**config.mk**
```make
export PLATFORM = sky130hd
export DESIGN_NAME = not_unit_arbiter
export DESIGN_NICKNAME = d
export VERILOG_FILES = /design/src/rtl/not_unit_arbiter.sv
export SDC_FILE = /design/constraint.sdc
export NUM_CORES = 1
export LEC_CHECK = 0
export ABC_CLOCK_PERIOD_IN_PS = 1800
export BUFFER_PORTS_ARGS = -buffer_cell sky130_fd_sc_hd__buf_2
export CAP_MARGIN = 20
export CELL_PAD_IN_SITES_DETAIL_PLACEMENT = 1
export CELL_PAD_IN_SITES_GLOBAL_PLACEMENT = 2
export CORE_ASPECT_RATIO = 0.7
export CORE_MARGIN = 3
export CORE_UTILIZATION = 18
export CTS_CLUSTER_DIAMETER = 150
export DETAILED_ROUTE_END_ITERATION = 6
export PLACE_DENSITY_LB_ADDON = 0.1
export SETUP_SLACK_MARGIN = 0.02
export SYNTH_ARGS = -nofsm -noshare
export SYNTH_HDL_FRONTEND = slang
export SYNTH_SLANG_ARGS = --single-unit
```
**constraint.sdc**
```tcl
create_clock -name clk -period 1.8 [get_ports clk]
set_clock_uncertainty 0.15 [all_clocks]
set_input_delay 0.27 -clock clk [delete_from_list [all_inputs] [get_ports clk]]
set_output_delay 0.27 -clock clk [all_outputs]
set_load 0.01 [all_outputs]
```
**src/rtl/not_unit_arbiter.sv**
```systemverilog
// not_unit_arbiter: round-robin shared registered bitwise-inverter lane for NUM_REQ requesters
//   clk, rst_n (sync, active-low); req_valid/req_data/req_ready per requester;
//   rsp_valid/rsp_data/rsp_id/rsp_ready single response port; grant_count accept counter
//   (counts only with NOT_ARB_STATS_EN defined, otherwise tied to zero).
module not_unit_arbiter #(
  parameter int NUM_REQ = 4,
  parameter int WIDTH = 8,
  localparam int ID_W = $clog2(NUM_REQ)
) (
  input  logic                     clk,
  input  logic                     rst_n,
  input  logic [NUM_REQ-1:0]       req_valid,
  input  logic [NUM_REQ*WIDTH-1:0] req_data,
  output logic [NUM_REQ-1:0]       req_ready,
  output logic                     rsp_valid,
  output logic [WIDTH-1:0]         rsp_data,
  output logic [ID_W-1:0]          rsp_id,
  input  logic                     rsp_ready,
  output logic [15:0]              grant_count
);
  typedef enum logic {IDLE, RESP} state_t;
  state_t state, state_d;
  logic [ID_W-1:0] ptr, g;
  logic [ID_W:0] idx;
  logic found, accept;
  logic [NUM_REQ-1:0] gnt;
  always_comb begin
    g = '0;
    found = 1'b0;
    idx = '0;
    for (int k = 0; k < NUM_REQ; k++) begin
      idx = {1'b0, ptr} + (ID_W+1)'(k);
      idx = (idx >= (ID_W+1)'(NUM_REQ)) ? idx - (ID_W+1)'(NUM_REQ) : idx;
      if (!found && req_valid[idx[ID_W-1:0]]) begin
        found = 1'b1;
        g = idx[ID_W-1:0];
      end
    end
    gnt = found ? (NUM_REQ'(1) << g) : '0;
  end
  // no grant is offered while reset is held, so nothing looks accepted during reset
  assign accept = rst_n && (state == IDLE) && found;
  assign req_ready = accept ? gnt : '0;
  assign rsp_valid = (state == RESP);
  always_comb begin
    state_d = (state == IDLE) ? (accept ? RESP : IDLE) : (rsp_ready ? IDLE : RESP);
  end
  always_ff @(posedge clk) begin
    state <= rst_n ? state_d : IDLE;
  end
  always_ff @(posedge clk) begin
    if (!rst_n) begin
      ptr <= '0;
      rsp_data <= '0;
      rsp_id <= '0;
    end else if (accept) begin
      ptr <= (g == ID_W'(NUM_REQ-1)) ? '0 : g + 1'b1;
      rsp_data <= ~req_data[int'(g)*WIDTH +: WIDTH];
      rsp_id <= g;
    end
  end
`ifdef NOT_ARB_STATS_EN
  logic [15:0] grant_cnt;
  always_ff @(posedge clk) begin
    if (!rst_n) grant_cnt <= '0;
    else if (accept && grant_cnt != 16'hFFFF) grant_cnt <= grant_cnt + 16'd1;
  end
  assign grant_count = grant_cnt;
`else
  assign grant_count = 16'h0000;
`endif
endmodule

```
==> results of run 1 <==
what timing repair did:
action	in CTS	in global routing
pin swaps	6	7
gates resized for setup	19	12
endpoints found under the setup margin	11	12
setup buffers	5	1
hold buffers	0	0
logic make-up after synthesis:
family / after synthesis / synth area share (%)
DFF: 13 / 28.4
buffers and inverters: 22 / 17.3
adders and majority gates: 1 / 1.36
and+or+nand+nor: 29 / 18.0
other: 1 / 0.409
AOI/OAI and AO/OA: 18 / 13.4
muxes: 9 / 21.1
registers in the layout, summed over array words and instances (netlist names):
signal     count
ptr            2
rsp_data       8
rsp_id         2
rsp_valid      1
worst max-delay path: cells and delay by family, from the launching register on:
family,cells,cell delay [ns]
simple gates,1,0.23
mux,1,0.25
buf+inv,2,0.30
compound gates,1,0.12
flops,1,0.38
metal layers:
metal | global-route usage (%) | wire length (microns)
met5 | 0 | 0
met4 | 2.26 | 23
met3 | 3.20 | 194
met2 | 15.5 | 1410
met1 | 12.3 | 1190
layout make-up:
type                            instances  area [sq um]  share of cell area (%)
Timing Repair Buffer                   72           440                    29.5
Multi-Input combinational cell         73           649                    43.5
Sequential cell                        13           265                    17.8
Clock buffer                            4          45.0                    3.02
Tap cell                               69          86.3                    5.78
Inverter                                2          7.51                   0.503
power breakdown:
| part | leakage (nW) | switching (mW) | internal [mW] |
|---|---|---|---|
| combinational | 0.558 | 0.252 | 0.314 |
| sequential | 0.109 | 0.0284 | 0.337 |
| clock | 0.0228 | 0.103 | 0.156 |
Yosys cell counts (2+ instances only):
| cell | number | area (sq um) |
|---|---|---|
| a21oi_1 | 2 | 10.0 |
| and2_1 | 2 | 12.5 |
| nand2_1 | 7 | 26.3 |
| nand3b_1 | 2 | 15.0 |
| buf_4 | 17 | 128 |
| nand3_1 | 10 | 50.1 |
| nor4_1 | 2 | 12.5 |
| nor2_1 | 2 | 7.51 |
| o21ai_0 | 3 | 15.0 |
| o21ai_1 | 7 | 35.0 |
| dfxtp_1 | 13 | 260 |
| inv_1 | 2 | 7.51 |
| mux4_2 | 7 | 158 |
path summary, 6_finish.rpt:
check,endpoint,slack (ns),cells after the start
worst max-delay path,req_ready[1],-0.14,5
worst min-delay path,rsp_valid,0.16,3
worst max register to register,rsp_data[0],-0.04,6
worst min register to register,rsp_data[5],0.30,2
==> flow_summary.yaml, run 1 <==
outcome:
  status: "finished, violations left"
  violations: "setup timing"
place:
  place.gp.congestion: 0.727
  dpl-instance-area_sq_um: 1290
  place_ws_ns: -0.136
  port_buffers: 53
  dp_cells: 224
  place_hpwl_microns: 2330
critical_path:
  crit_slowest_cell: "dfxtp_4"
  cp-end-kind: "output pin"
  startpoint_type: "flip-flop"
  critPathRequiredTime_ns: 1.38
  cp.arrival_ns: 1.52
  path_class: "flip-flop to output pin"
  r2r-start: "ptr[1]"
  worstPathCellList: "mux2i_4, o22ai_4, buf_6, nor4_4, buf_2"
  cp-startpoint: "ptr[1]"
  max_stage_delay_ns: 0.38
  critPathMaxFanout: 4
sta:
  report.final.slew_viol_count: 0
  grt_setup_unrepaired: "yes"
  fin_crit_sh_pct: 108
  finalSetupViolCount: 11
  fmax_ghz: 0.515
  hold_ws_ns: 0.158
  fin_setup_tns_ns: -0.613
  timing.final.hold_violations: 0
  setup_ws_ns: -0.142
  period_needed_ns: 1.94
layout:
  n_antenna_cell: 0
  fillers: 598
  final_common_cell: "buf_2"
  layoutNonFillerInstCount: 233
  post-route-util_pct: 30.9
  nNetsFinal: 205
  final_cell_mix: "buf_2, conb_1, buf_4"
  area_growth_pct: 62.9
  layout-drive-gt1-share_pct: 62.2
  stdcell_area_sq_um: 1490
floorplan:
  die_x_microns: 91.3
  core_region_area_sq_um: 4830
  start_util_pct: 19.0
  die_h_microns: 65.7
  num_rows: 21
  dieArea_sq_um: 6000
  io_pins: 70
worst_hold_path:
  hp-class: "input port to flip-flop"
  worstHoldStart: "rsp_ready"
yosys:
  synth-warning-count: 0
  synth_edf_count: 0
  syn_area_sq_um: 917
  synth_ff_type: "dfxtp_1"
  yosysSeqAreaShare_pct: 28.4
  synth_cell_types: 30
  async_flop_share_pct: 0
  ys_ff_latch: 13
  syn_area_per_cell_sq_um: 9.86
  syn_inst: 93
cts:
  clk_path_buf_depth: 2
  htreeDepth: 1
  cts_sinks: 13
  root_buffer: "clkbuf_8"
  cts_buffers: 3
  insertion_delay_ns: 0.24
  cts_tree: "built"
  clkTransAtPathRegs_ns: 0.06
detailed_routing:
  via_count: 921
  first_iter_violations: 19
  drcViolationCount: 0
  drt_pass1_iterations: 2
  avgRoutedWirePerCell_microns: 12.1
  routed_via_density: 3.95
  ant_nets: 0
  drt-total-wl_microns: 2820
power:
  vdd_drop_max_mv: 0.203
  p_leak_nw: 0.690
  total_power_mw: 1.19
  powerDensity_nw_per_um2: 796
global_route:
  grt_max_degree: 15
  grt_pass1_wl_microns: 4480
  grt.total_usage_pct: 9.54
  grt_antenna_before_repair: 0
  grt_pass1_vias: 901
  overflow: 0
flow_run:
  cap_violations: 0
Note: power is estimated with default switching activity, not from simulation.
==> inputs of run 2 (changes only) <==
Settings changed: ABC_CLOCK_PERIOD_IN_PS 1800 to 2000, CORE_UTILIZATION 18 to 20.
Clock period 1.8 ns to 2 ns, I/O delays scaled along.
==> flow_summary.yaml, run 2 (synthesized netlist as in run 1, its figures left out) <==
critical_path:
  critPathMaxFanout: 4
  worstPathCellList: "nand2b_1, a21oi_4, nor2_8, ha_4, and2_4, buf_6"
  r2r-start: "ptr[1]"
  crit_buf_inv: 1
  r2r_setup_slack_ns: 0.11
  cp-end-kind: "output pin"
  timing.rr.end: "rsp_data[0]"
  critPathRequiredTime_ns: 1.55
  startpoint_type: "flip-flop"
  max_stage_delay_ns: 0.37
  path_class: "flip-flop to output pin"
  path_delay_family: "simple AND/OR/NAND/NOR gates"
  cp.arrival_ns: 1.53
  crit_slowest_cell: "dfxtp_4"
  reg2regPathDepth: 6
layout:
  stdcell_area_sq_um: 1380
  fillers: 501
  top_regs: "rsp_data: 8 flops, ptr: 2 flops, rsp_id: 2 flops"
  nNetsFinal: 198
  final_cell_mix: "buf_2, conb_1, dfxtp_1"
  n_antenna_cell: 0
  largest_reg_flops: 8
  post-route-util_pct: 33.2
  area_growth_pct: 50.8
  layout-drive-gt1-share_pct: 56.7
  max_flop_register: "rsp_data"
  final_common_cell: "buf_2"
place:
  place.gp.congestion: 0.686
  place_hpwl_microns: 2260
  dpl-instance-area_sq_um: 1210
  port_buffers: 53
  place_ws_ns: 0.0173
floorplan:
  die_h_microns: 62.7
  num_rows: 19
  io_pins: 70
  dieArea_sq_um: 5450
  die_x_microns: 86.9
  core_region_area_sq_um: 4160
  start_util_pct: 22.0
sta:
  fmax_ghz: 0.505
  timing.final.hold_violations: 0
  fin_setup_tns_ns: 0
  finalSetupViolCount: 0
  report.final.slew_viol_count: 0
  fin_crit_sh_pct: 99.1
  setup_ws_ns: 0.0182
  period_needed_ns: 1.98
  grt_setup_unrepaired: "yes"
global_route:
  grt.total_usage_pct: 10.6
  overflow: 0
  grt_antenna_before_repair: 0
  grt_pass1_vias: 889
  grt_max_degree: 15
  grt_pass1_wl_microns: 4530
worst_hold_path:
  hold_depth: 3
  hold_end: "rsp_valid"
  worstHoldStart: "rsp_ready"
  hp-class: "input port to flip-flop"
detailed_routing:
  ant_nets: 0
  drt_pass1_iterations: 4
  avgRoutedWirePerCell_microns: 13.7
  first_iter_violations: 16
  routed_via_density: 4.30
  drt-total-wl_microns: 2860
  via_count: 898
  drcViolationCount: 0
power:
  total_power_mw: 1.01
  powerDensity_nw_per_um2: 728
  p_leak_nw: 0.648
  vdd_drop_max_mv: 0.228
cts:
  htreeDepth: 1
  root_buffer: "clkbuf_8"
  clkTransAtPathRegs_ns: 0.06
  cts_sinks: 13
  cts_tree: "built"
  clk_path_buf_depth: 2
  cts_buffers: 3
  hold_buffers: 0
  insertion_delay_ns: 0.24
flow_run:
  cap_violations: 0
outcome:
  status: "finished clean"
==> run 2: worst reg2reg max path: stages, from the launching register on <==
cell,delay [ns]
dfxtp_4,0.38
mux2i_4,0.24
o22ai_4,0.13
nor2_8,0.12
buf_6,0.17
mux4_2,0.52
o21ai_1,0.12
==> run 2: metrics by stage <==
| stage | instances | hold WS, ns |
|---|---|---|
| finish | 209 | 0.183 |
| global route | 209 | 0.205 |
| CTS | 209 | 0.183 |
| detailed placement | 201 | 0.298 |
| global placement | 201 | 0.294 |
| floorplan | 108 | 0.296 |
==> run 2: worst max path at each step <==
stage	endpoint	slack (ns)	start	cells past startpoint
finish	req_ready[3]	0.02	ptr[1]	6
floorplan	rsp_data[0]	0.17	ptr[1]	5
detailed placement	rsp_data[0]	0.02	ptr[1]	5
global placement	req_ready[0]	0.01	req_valid[0]	7
global route	req_ready[3]	-0.04	ptr[1]	6
CTS	req_ready[3]	0.01	ptr[1]	6
==> run 2: cell type report <==
| type | instances | area, sq um | share of cell area, % |
|---|---|---|---|
| inverters | 2 | 7.51 | 0.543 |
| multi-input cells | 73 | 616 | 44.5 |
| flip-flops and latches | 13 | 268 | 19.4 |
| well taps | 52 | 65.1 | 4.71 |
| repair buffers | 65 | 382 | 27.6 |
| clock buffers | 4 | 45.0 | 3.26 |
==> run 2: timing repair <==
action,CTS,global route
setup endpoints to repair,8,12
buffers inserted,5,0
pin swaps,5,2
gates resized for setup,13,7
==> run 2: per-layer routing <==
| layer | global-route usage, % | part of all wire (%) | vias to the layer above |
|---|---|---|---|
| li1 | - | - | 441 |
| met1 | 14.1 | 44 | 420 |
| met2 | 16.8 | 48 | 35 |
| met3 | 3.03 | 6.6 | 2 |
| met4 | 2.33 | 0.94 | 0 |
| met5 | 0 | 0 | - |
==> run 2: power breakdown <==
part	switching, mW	leakage, nW	internal, mW
registers	0.0285	0.109	0.303
logic	0.203	0.516	0.237
clock network	0.0950	0.0228	0.141
total	0.326	0.648	0.681
==> inputs of run 3 (changes only) <==
--- a/config.mk
+++ b/config.mk
@@ -18,2 +18,3 @@
 export PLACE_DENSITY_LB_ADDON = 0.1
+export RECOVER_POWER = 50
 export SETUP_SLACK_MARGIN = 0.02
==> constraint.sdc (replaced) <==
create_clock -name clk -period 2 [get_ports clk]
set_clock_uncertainty 0.15 [all_clocks]
set_input_delay 0 -clock clk [delete_from_list [all_inputs] [get_ports clk]]
set_output_delay 0 -clock clk [all_outputs]
set_load 0.01 [all_outputs]
==> flow_summary.yaml, run 3 (synthesized netlist as in run 1, its figures left out) <==
outcome:
  status: "finished, violations left"
  violations: "hold timing"
power:
  sw_frac_of_total_pct: 33.1
  power_frac_clock_pct: 23.8
  vdd_drop_max_mv: 0.265
  comb_power_share_pct: 44.0
  p_leak_nw: 0.719
  p_switching_uw: 340
  power.internal_uw: 689
  seqPwrFrac_pct: 32.2
  powerDensity_nw_per_um2: 637
detailed_routing:
  drt_pass1_iterations: 4
  routed_via_density: 4.25
  ant_nets: 0
  first_iter_violations: 38
  avgRoutedWirePerCell_microns: 14.1
  via_count: 1012
  drt-total-wl_microns: 3370
  drcViolationCount: 0
sta:
  grt_setup_unrepaired: "no"
  period_needed_ns: 1.89
  fin_crit_sh_pct: 94.7
  report.final.slew_viol_count: 0
  fmax_ghz: 0.528
  fin_setup_tns_ns: 0
  hold_ws_ns: -0.00800
  timing.final.hold_violations: 3
  finalSetupViolCount: 0
cts:
  htreeDepth: 1
  clkTransAtPathRegs_ns: 0.07
  cts_sinks: 13
  clk_path_buf_depth: 2
  cts_tree: "built"
  insertion_delay_ns: 0.25
  root_buffer: "clkbuf_8"
  cts_buffers: 3
worst_hold_path:
  hold_depth: 3
  hold_end: "ptr[0]"
  worstHoldStart: "rst_n"
  hp-class: "input port to flip-flop"
global_route:
  grt_antenna_before_repair: 0
  overflow: 0
  grt_pass1_wl_microns: 5360
  grt_max_degree: 21
  grt.total_usage_pct: 12.5
  grt_pass1_vias: 1060
floorplan:
  start_util_pct: 22.0
  io_pins: 70
  die_h_microns: 62.7
  core_region_area_sq_um: 4160
  num_rows: 19
  dieArea_sq_um: 5450
  die_x_microns: 86.9
place:
  place.gp.congestion: 0.678
  port_buffers: 53
  place_hpwl_microns: 2270
  dpl-instance-area_sq_um: 1190
  dp_cells: 198
layout:
  final_common_cell: "buf_2"
  layout-drive-gt1-share_pct: 35.5
  max_flop_register: "rsp_data"
  top_regs: "rsp_data: 8 flops, ptr: 2 flops, rsp_id: 2 flops"
  area.sequential_sq_um: 264
  fillers: 506
  area_growth_pct: 76.3
  n_antenna_cell: 0
  nNetsFinal: 227
  layoutNonFillerInstCount: 238
  largest_reg_flops: 8
  multi_input_area_sq_um: 581
  stdcell_area_sq_um: 1620
  final_cell_mix: "buf_2, dlygate4sd3_1, conb_1"
critical_path:
  reg2regPathDepth: 6
  r2r_setup_slack_ns: 0.12
  path_class: "flip-flop to output pin"
  timing.rr.end: "rsp_data[6]"
  cp.arrival_ns: 1.74
  cp-end-kind: "output pin"
  critPathMaxFanout: 5
  startpoint_type: "flip-flop"
  critPathRequiredTime_ns: 1.85
  r2r-start: "ptr[1]"
flow_run:
  cap_violations: 0
==> run 3: worst max path at each step <==
stage	startpoint	endpoint	slack (ns)
2_1_floorplan	ptr[1]	rsp_data[0]	0.17
3_3_place_gp	ptr[1]	rsp_data[6]	0.08
3_5_place_dp	ptr[1]	rsp_data[5]	0.02
4_1_cts	ptr[1]	rsp_data[5]	0.03
5_1_grt	ptr[1]	req_ready[3]	0.02
6_report	ptr[1]	req_ready[3]	0.11
==> run 3: through the flow <==
stage | power (mW) | util (%) | setup WS (ns) | hold slack (ns)
2_1_floorplan | 0.592 | - | 0.172 | -0.00428
3_3_place_gp | 0.695 | 28.6 | 0.0794 | 0.128
3_5_place_dp | 0.699 | 28.6 | 0.0189 | 0.141
4_1_cts | 1.03 | 38.7 | 0.0279 | 0.00398
5_1_grt | 1.10 | 38.9 | 0.0195 | 0.0140
6_report | 1.03 | 38.9 | 0.107 | -0.00800
==> run 3: power groups by stage <==
stage,Sequential [mW],Combinational (mW),Clock (mW)
2_1_floorplan,0.345,0.246,0
3_3_place_gp,0.330,0.365,0
3_5_place_dp,0.331,0.368,0
4_1_cts,0.327,0.454,0.249
5_1_grt,0.338,0.494,0.268
6_report,0.332,0.453,0.245
==> run 3: layout make-up <==
cell class	count	share of cell area, %
Multi-Input combinational cell	73	35.9
Tap cell	52	4.02
Sequential cell	13	16.3
Clock buffer	3	2.55
Inverter	2	0.464
Clock inverter	1	0.310
Timing Repair Buffer	94	40.4
==> run 3: repair_timing <==
action                                 4_1_cts  5_1_grt
pin swaps                                    1        1
resized for setup                            2        4
hold buffers                                33        0
setup buffers                                3        0
endpoints found under the hold margin        9        0
setup endpoints to repair                    8       10
==> run 3: routing by layer <==
metal,wire [microns],part of all wire [%],global-route usage (%)
met1,1310,39,14.6
met2,1830,54,22.7
met3,186,5.5,2.64
met4,34,1.0,3.50
met5,0,0,0
==> run 3: critical path, cell delays in order, from the launching register on <==
cell and delay [ns]:
dfxtp_4 0.37, nand2b_1 0.19, a21oi_4 0.26, nor2_8 0.08, buf_4 0.14, ha_1 0.18
and2_1 0.13, buf_2 0.13
